==> src/rtl/icache_mshr_ctrl.sv <==
// icache_mshr_ctrl
//   Non-blocking instruction-cache miss controller. Tracks up to MSHR_DEPTH
//   outstanding block misses for FETCH_WIDTH fetch lanes. It issues one memory
//   load per cycle, retries requests the bus rejects, matches out-of-order
//   return tags, and forwards returning fill data straight to fetch.
//
// Ports
//   clock, reset             clock; asynchronous active-high reset
//   flush                    fetch redirect; drops misses not yet issued
//   proc2Icache_addr         per-lane fetch PC
//   cachemem_data/valid      per-lane array read block / hit
//   Imem2proc_response       tag accepted for this cycle's load (0 = rejected)
//   Imem2proc_data/tag       returning block and its tag (0 = none)
//   current_index/tag        per-lane array lookup fields
//   proc2Imem_command/addr   memory load request
//   wr_en/index/tag/data     array fill port
//   Icache_data_out/valid    per-lane instruction word and valid
//   mshr_full                no free miss entry
module icache_mshr_ctrl #(
  parameter int XLEN         = 32,
  parameter int FETCH_WIDTH  = 3,
  parameter int IDX_BITS     = 5,
  parameter int MSHR_DEPTH   = 4,
  parameter int MEM_TAG_BITS = 4,
  localparam int TAG_BITS    = XLEN - 3 - IDX_BITS
) (
  input  logic                                   clock,
  input  logic                                   reset,
  input  logic                                   flush,
  input  logic [FETCH_WIDTH-1:0][XLEN-1:0]       proc2Icache_addr,
  input  logic [FETCH_WIDTH-1:0][63:0]           cachemem_data,
  input  logic [FETCH_WIDTH-1:0]                 cachemem_valid,
  input  logic [MEM_TAG_BITS-1:0]                Imem2proc_response,
  input  logic [63:0]                            Imem2proc_data,
  input  logic [MEM_TAG_BITS-1:0]                Imem2proc_tag,
  output logic [FETCH_WIDTH-1:0][IDX_BITS-1:0]   current_index,
  output logic [FETCH_WIDTH-1:0][TAG_BITS-1:0]   current_tag,
  output logic [1:0]                             proc2Imem_command,
  output logic [XLEN-1:0]                        proc2Imem_addr,
  output logic                                   wr_en,
  output logic [IDX_BITS-1:0]                    wr_index,
  output logic [TAG_BITS-1:0]                    wr_tag,
  output logic [63:0]                            wr_data,
  output logic [FETCH_WIDTH-1:0][31:0]           Icache_data_out,
  output logic [FETCH_WIDTH-1:0]                 Icache_valid_out,
  output logic                                   mshr_full
);

  localparam int BLK_BITS = XLEN - 3;
  localparam logic [1:0] BUS_NONE = 2'd0;
  localparam logic [1:0] BUS_LOAD = 2'd1;

  typedef enum logic [1:0] {M_FREE = 2'd0, M_PEND = 2'd1, M_WAIT = 2'd2} mstate_e;

  typedef struct packed {
    mstate_e                 st;
    logic [TAG_BITS-1:0]     tag;
    logic [IDX_BITS-1:0]     idx;
    logic [MEM_TAG_BITS-1:0] mtag;
  } mshr_t;

  mshr_t [MSHR_DEPTH-1:0] ent_q, ent_d;

  logic [MSHR_DEPTH-1:0][BLK_BITS-1:0]  ent_blk;
  logic [FETCH_WIDTH-1:0][BLK_BITS-1:0] lane_blk;
  logic [MSHR_DEPTH-1:0]  free_v, pend_v, fill_v, free_oh, iss_oh, fill_oh;
  logic [FETCH_WIDTH-1:0] byp, tracked, miss_v, miss_oh, vld;
  logic [BLK_BITS-1:0]    fill_blk, iss_blk, alloc_blk;
  logic                   fill_go, iss_go, alloc_go;

  logic [FETCH_WIDTH-1:0][1:0] addr_lsbs;
  logic                        unused_addr_lsbs;

  // Decode: entry classes, lowest-index pickers (v & -v), lane hit/miss.
  always_comb begin : decode
    ent_blk  = '0;
    free_v   = '0;
    pend_v   = '0;
    fill_v   = '0;
    fill_blk = '0;
    iss_blk  = '0;
    for (int k = 0; k < MSHR_DEPTH; k++) begin
      ent_blk[k] = {ent_q[k].tag, ent_q[k].idx};
      free_v[k]  = (ent_q[k].st == M_FREE);
      pend_v[k]  = (ent_q[k].st == M_PEND);
      fill_v[k]  = (ent_q[k].st == M_WAIT) && (Imem2proc_tag != '0) &&
                   (ent_q[k].mtag == Imem2proc_tag);
    end
    free_oh = free_v & (~free_v + MSHR_DEPTH'(1));
    iss_oh  = pend_v & (~pend_v + MSHR_DEPTH'(1));
    fill_oh = fill_v & (~fill_v + MSHR_DEPTH'(1));
    fill_go = |fill_v;
    iss_go  = (|pend_v) && !flush;
    for (int k = 0; k < MSHR_DEPTH; k++) begin
      fill_blk = fill_blk | (fill_oh[k] ? ent_blk[k] : '0);
      iss_blk  = iss_blk  | (iss_oh[k]  ? ent_blk[k] : '0);
    end

    lane_blk  = '0;
    byp       = '0;
    tracked   = '0;
    vld       = '0;
    miss_v    = '0;
    alloc_blk = '0;
    addr_lsbs = '0;
    for (int i = 0; i < FETCH_WIDTH; i++) begin
      lane_blk[i]  = proc2Icache_addr[i][XLEN-1:3];
      addr_lsbs[i] = proc2Icache_addr[i][1:0];
      byp[i]       = fill_go && (lane_blk[i] == fill_blk);
      vld[i]       = byp[i] | cachemem_valid[i];
      // A block already held by any live entry is never requested twice.
      for (int k = 0; k < MSHR_DEPTH; k++)
        if (!free_v[k] && ent_blk[k] == lane_blk[i]) tracked[i] = 1'b1;
      miss_v[i] = !vld[i] && !tracked[i];
    end
    // Lanes sharing a block with an older candidate lose to it, since only
    // the oldest missing lane allocates in a cycle.
    miss_oh = miss_v & (~miss_v + FETCH_WIDTH'(1));
    for (int i = 0; i < FETCH_WIDTH; i++)
      alloc_blk = alloc_blk | (miss_oh[i] ? lane_blk[i] : '0);
    // free_v is the registered view, so an entry freed by this cycle's fill
    // is not reusable until next cycle.
    alloc_go = (|miss_v) && (|free_v) && !flush;
  end

  assign unused_addr_lsbs = ^addr_lsbs;

  always_ff @(posedge clock or posedge reset) begin : state_reg
    if (reset) begin
      for (int k = 0; k < MSHR_DEPTH; k++) begin
        ent_q[k].st   <= M_FREE;
        ent_q[k].tag  <= '0;
        ent_q[k].idx  <= '0;
        ent_q[k].mtag <= '0;
      end
    end else begin
      ent_q <= ent_d;
    end
  end

  // Flush, issue, fill and allocation each touch a different entry class
  // (PEND / PEND / WAIT / FREE), so their per-entry updates never collide.
  always_comb begin : next_state
    ent_d = ent_q;
    for (int k = 0; k < MSHR_DEPTH; k++) begin
      if (flush && pend_v[k]) ent_d[k].st = M_FREE;
      if (iss_go && iss_oh[k] && (Imem2proc_response != '0)) begin
        ent_d[k].st   = M_WAIT;
        ent_d[k].mtag = Imem2proc_response;
      end
      if (fill_oh[k]) ent_d[k].st = M_FREE;
      if (alloc_go && free_oh[k]) begin
        ent_d[k].st   = M_PEND;
        ent_d[k].tag  = alloc_blk[BLK_BITS-1:IDX_BITS];
        ent_d[k].idx  = alloc_blk[IDX_BITS-1:0];
        ent_d[k].mtag = '0;
      end
    end
  end

  always_comb begin : outputs
    logic [63:0] src;
    src               = '0;
    proc2Imem_command = iss_go ? BUS_LOAD : BUS_NONE;
    proc2Imem_addr    = iss_go ? {iss_blk, 3'b000} : '0;
    wr_en             = fill_go;
    wr_index          = fill_blk[IDX_BITS-1:0];
    wr_tag            = fill_blk[BLK_BITS-1:IDX_BITS];
    wr_data           = Imem2proc_data;
    mshr_full         = ~|free_v;
    Icache_valid_out  = vld;
    Icache_data_out   = '0;
    current_index     = '0;
    current_tag       = '0;
    for (int i = 0; i < FETCH_WIDTH; i++) begin
      src                = byp[i] ? Imem2proc_data : cachemem_data[i];
      Icache_data_out[i] = proc2Icache_addr[i][2] ? src[63:32] : src[31:0];
      current_index[i]   = proc2Icache_addr[i][IDX_BITS+2:3];
      current_tag[i]     = proc2Icache_addr[i][XLEN-1:IDX_BITS+3];
    end
  end

endmodule

==> config.mk <==
export PLATFORM = sky130hd
export DESIGN_NAME = icache_mshr_ctrl
export DESIGN_NICKNAME = d
export VERILOG_FILES = /design/src/rtl/icache_mshr_ctrl.sv
export SDC_FILE = /design/constraint.sdc
export NUM_CORES = 1
export LEC_CHECK = 0
export CORE_AREA = 4 4 262 264
export DETAILED_ROUTE_END_ITERATION = 8
export DIE_AREA = 0 0 266 268
export PLACE_DENSITY_LB_ADDON = 0.15
export SLEW_MARGIN = 20
export SYNTH_ARGS = -nofsm -noshare
export SYNTH_HDL_FRONTEND = slang
export SYNTH_SLANG_ARGS = --single-unit
export TNS_END_PERCENT = 1
==> constraint.sdc <==
create_clock -name clock -period 7.5 [get_ports clock]
set_input_delay 1.5 -clock clock [delete_from_list [all_inputs] [get_ports clock]]
set_output_delay 1.5 -clock clock [all_outputs]
set_load 0.01 [all_outputs]
## Word level (Yosys, flattened, before mapping)

Index checks and enable logic that the tools add are counted.

| word-level totals | value |
|---|---|
| register bits after elaboration | 140 |
| input bits | 366 |
| output and inout port bits | 315 |
| logic and storage cells | 192 |

| operators by class | value |
|---|---|
| add/subtract/negate cells | 4 |
| equality and inequality tests | 27 |
| multiplexer cells | 51 |
| bitwise operators | 19 |
| reductions and logical operators | 75 |

Operator list:

| kind | count |
|---|---|
| $eq A29 B29 Y1 | 15 |
| $mux W29 | 11 |
| $or A29 B29 Y29 | 8 |
| $mux W64 | 3 |
| $mux W35 | 4 |
| $mux W32 | 4 |
| $logic_and A1 B1 Y1 | 45 |
| $mux W2 | 12 |
| $reduce_bool A4 Y1 | 6 |
| $eq A4 B4 Y1 | 4 |
| $mux W4 | 4 |
| $mux W1 | 13 |
| $add A4 B1 Y4 const B | 3 |
| $and A4 B4 Y4 | 3 |
| $logic_not A1 Y1 | 12 |
| $not A4 Y4 | 3 |
| $reduce_or A4 Y1 | 3 |
| $eq A2 B1 Y1 const B | 4 |
| $eq A2 B2 Y1 const B | 4 |
| $logic_not A2 Y1 | 4 |
| $reduce_bool A2 Y1 | 4 |
| $add A3 B1 Y3 const B | 1 |
| $and A3 B3 Y3 | 1 |
| $not A3 Y3 | 1 |
| 2 further kinds | 4 |

## Longest topological paths before layout

| depth | value |
|---|---|
| depth in word-level cells | 22 |
| depth in mapped cells | 18 |
| gate-level depth less buffers | 12 |

## Least setup slack after synthesis

No wires, ideal clock.

| timing path | value |
|---|---|
| path type | input to output |
| from | input port Imem2proc_tag[3] |
| to | output port Icache_data_out[12] (netlist name) |
| arrival time | 5.171 ns |
| required time | 6.000 ns |
| slack | 0.829 ns |
| cell stages on the path | 14 |
| buffers on the path | 5 |
| path through | buf_2 or4_1 buf_2 buf_4 buf_2 a2111oi_0 a21o_1 xor2_1 or2_2 nor3b_1 nand4_1 nor3_1 clkbuf_1 mux4_2 |

RTL lines:

| item | RTL line | RTL |
|---|---|---|
| from (decl) | 35 | `input logic [MEM_TAG_BITS-1:0] Imem2proc_tag,` |
| to (decl) | 44 | `output logic [FETCH_WIDTH-1:0][31:0] Icache_data_out,` |

==> results.txt <==
- Highest net fanout along the worst path: 7
- After layout, the design draws a total of 8.31 mW.
* Synthesized-area fraction occupied by xor and xnor cells: 0.178
* Final slew viol count: 0
* Sequential area share after synthesis: 0.189
* Syn Inst Count: 2050
* Number of buffers created by CTS: 17
- The final hold violation count is 0.
- Distinct cell type count after synthesis: 85
* Synthesized-area fraction occupied by and/or/nand/nor cells: 0.140
- Die Y: 268 um
- Required time of the worst setup path: 6000 ps
- Total routing resource utilization after global routing: 0.439
- Detailed routing inserted a total of 21776 vias.
* Status: finished, violations left
* First-pass GRT wire length: 208 mm
- # IOs: 681
- The finished layout holds 3557 standard cells, fillers aside.
* Cell Pwr Density: 297 nW/um2
* Row Count: 95
- Endpoint kind of the worst setup timing path: output port
- The first detailed-routing pass took 8 iterations.
* Root buf cell: sky130_fd_sc_hd__clkbuf_16
- The most used flip-flop cell after synthesis is sky130_fd_sc_hd__dfrtp_1.
* Synth area leaders: sky130_fd_sc_hd__dfrtp_1 (19%), sky130_fd_sc_hd__mux4_2 (11%), sky130_fd_sc_hd__xnor2_1 (11%)
- Max-capacitance violation count: 0
- In the synthesized netlist the async set-or-reset flop fraction comes to 1.00.
* Clock transition at path regs: 70 ps
- Fill count: 6561
* Area of the core: 66600 um2
- Static leakage: 11.1 nW
- Total overflow reported by the global router: 0
* Unrepaired setup endpoints after global routing: yes
- Type of origin of the critical path: input port
* Compound-Gate Fraction of Synth Area: 0.128
- Port buffering added 670 buffers.
- Most common cell in the netlist: sky130_fd_sc_hd__xnor2_1
- Minimum clock period after layout: 7660 ps
* DRC violation count after routing: 0
- Library cell occupying the most area in the post-synthesis netlist: sky130_fd_sc_hd__dfrtp_1
- Post-Route Hold Slack: 550 ps
- Remaining max-slew budget at the tightest pin: 0.284
- Path class of the lowest-slack min-delay path: reg2reg
- After routing, the total negative slack on setup checks comes to -2550 ps.
* Count of nets left with antenna violations after detail routing: 0
- Of the post-synthesis cell area, the part taken by muxes is 0.221.
* Synthesized flop and latch total: 140
- Number of buffers inserted by hold repair at cts: 0
- Worst setup path class: in2out
* Area used by multi-input combinational logic: 12700 um2
- For the worst setup path, the data arrival time is 6160 ps.
- Total instance count after detailed placement: 3477
* Final Skew: 11.6 ps
- First-iteration detailed-routing DRC count: 3097
- For the pin with the worst max-slew slack, the measured transition is 1060 ps.
- Leading cell types by count after synthesis: sky130_fd_sc_hd__xnor2_1 (230), sky130_fd_sc_hd__clkbuf_1 (228), sky130_fd_sc_hd__buf_4 (162)
- After detailed routing, the number of vias per cell comes to 6.12.
- Top cell type's share of synthesized area: 0.189
* Hpwl dp: 132 mm
- IR analysis of the VDD net gives a maximum drop of 0.000292 V.
* Largest net degree at the start of global routing: 80
* Combinational family with the most area after synthesis: multiplexers
- At the end of routability-driven placement, the weighted congestion stood at 1.12.
- Setup violations remaining at the end of the flow were counted as 50.
* Area taken by flip-flops and latches: 3500 um2
* Number of H-tree branching levels: 4
* Final worst-path cycle share: 1.02
* Post-layout net count: 3025
* Maximum clock insertion buffer count: 2
* Initial standard-cell utilization of the core: 0.278
- Initial antenna violation count: 22
* Cell area after layout: 28000 um2
* Drt total wl: 165 mm
- Layout overhead on the synthesized area: 51.1%
* Failing checks: negative setup slack
- Averaged over all synthesized cells, the footprint is 9.03 um2.
* Number of sinks on the clock net: 140
* Adder-Cell Fraction of Synth Area: 0
- Synth warn: 0
* Latest clock arrival within the worst-skew pair: 480 ps
* Post-synthesis instance area: 18500 um2
* Highest attainable clock frequency: 0.131 GHz
* Fin worst setup slack: -161 ps
* Fraction of final layout cells sized beyond drive strength 1: 0.269
- The synthesized design contains 0 enable-type register cells.
- DP Area: 26700 um2
* Die span in x: 266 um
* Wire length per cell: 46.5 um
* Vias in the first global route: 20924
- TritonCTS clock tree: done
* Area of the die: 71300 um2
==> stage by stage <==
step / util / setup slack [ps]
after floorplan: - / 829
after global placement: 0.401 / -729
after detailed placement: 0.401 / -740
after CTS: 0.416 / -175
after global routing: 0.420 / -219
final: 0.421 / -161
==> cell usage in the layout (no fill, tap or decap), types with 25 or more instances in the layout <==
master                            netlist  routed
sky130_fd_sc_hd__clkdlybuf4s50_1        0     568
sky130_fd_sc_hd__buf_4                162     329
sky130_fd_sc_hd__xnor2_1              230     227
sky130_fd_sc_hd__xor2_1               147     145
sky130_fd_sc_hd__dfrtp_1              140     140
sky130_fd_sc_hd__nand2_1              112     111
sky130_fd_sc_hd__mux4_2                94      94
sky130_fd_sc_hd__nand4_1               70      70
sky130_fd_sc_hd__nor4_1                65      63
sky130_fd_sc_hd__inv_1                 56      55
sky130_fd_sc_hd__mux2_2                51      51
sky130_fd_sc_hd__nor2_1                54      50
sky130_fd_sc_hd__mux2_4                47      47
sky130_fd_sc_hd__dlygate4sd2_1          0      47
sky130_fd_sc_hd__a21oi_1               41      41
sky130_fd_sc_hd__mux2_1                37      37
sky130_fd_sc_hd__clkbuf_2               4      33
sky130_fd_sc_hd__nand2b_1              32      32
sky130_fd_sc_hd__nand3_1               32      32
sky130_fd_sc_hd__a22o_1                29      29
sky130_fd_sc_hd__a222oi_1              29      29
sky130_fd_sc_hd__nor3_1                30      26
sky130_fd_sc_hd__buf_12                 0      25
==> final cells by class <==
cell class	count	share of cell area
Clock inverter	14	0.00818
Multi-Input combinational cell	1403	0.455
Clock buffer	18	0.0153
Tap cell	873	0.0390
Sequential cell	140	0.125
Timing Repair Buffer	1041	0.348
Antenna cell	12	0.00107
Inverter	56	0.00769
==> final timing paths <==
path	startpoint	to	slack, ps	cells after the start
max in group asynchronous	reset	ent_blk[99]$_DFFE_PP0P_	4500	3
hold reg to reg	ent_q[108]$_DFFE_PP0P_	ent_q[108]$_DFFE_PP0P_	550	2
min in group asynchronous	reset	ent_blk[22]$_DFFE_PP0P_	1530	2
hold / removal	ent_q[108]$_DFFE_PP0P_	ent_q[108]$_DFFE_PP0P_	550	2
setup / recovery	Imem2proc_tag[0]	Icache_data_out[10]	-160	20
setup reg to reg	ent_q[68]$_DFFE_PP0P_	ent_blk[58]$_DFFE_PP0P_	2240	23
==> logic make-up after synthesis <==
group | count (synthesis)
other | 1
muxes | 254
and+or+nand+nor | 475
DFF | 140
xor gates and xnor gates | 377
AOI/OAI and AO/OA | 293
buffers and inverters | 510
==> sequential cells by signal (all words and copies together), names as in the netlist <==
register / flops
ent_q: 24
ent_blk: 116
==> report_power, final <==
group	total [mW]	internal [mW]	switching, mW
Sequential	2.30	1.09	1.21
Combinational	4.99	2.25	2.74
Clock	1.02	0.598	0.417
==> metal layers <==
metal,vias up,share of wire,track usage
met5,-,0.0012,0.0185
li1,8446,-,-
met1,11025,0.36,0.510
met4,6,0.074,0.252
met2,1825,0.43,0.671
met3,474,0.13,0.196
==> repair_timing <==
item / 4_1_cts / 5_1_grt
pin swaps: 15 / 21
buffers inserted: 11 / 19
setup endpoints to repair: 99 / 99
gates resized for setup: 138 / 114
hold endpoints to repair: 0 / 0
cloned: 4 / 2
==> worst max-delay path: stages <==
cell,delay [ps]
sky130_fd_sc_hd__clkdlybuf4s50_1,470
sky130_fd_sc_hd__buf_6,140
sky130_fd_sc_hd__buf_4,140
sky130_fd_sc_hd__nand2b_1,110
sky130_fd_sc_hd__nand4_1,210
sky130_fd_sc_hd__buf_12,230
sky130_fd_sc_hd__buf_4,190
sky130_fd_sc_hd__or3_1,380
sky130_fd_sc_hd__o211ai_1,250
sky130_fd_sc_hd__a21boi_2,200
sky130_fd_sc_hd__buf_4,190
sky130_fd_sc_hd__buf_4,130
sky130_fd_sc_hd__a22oi_1,190
sky130_fd_sc_hd__o211a_1,180
sky130_fd_sc_hd__nand4_1,210
sky130_fd_sc_hd__nor3_4,230
sky130_fd_sc_hd__buf_6,160
sky130_fd_sc_hd__bufbuf_16,290
sky130_fd_sc_hd__mux4_2,410
sky130_fd_sc_hd__dlygate4sd2_1,330
Power figures use the tool's default switching activity.
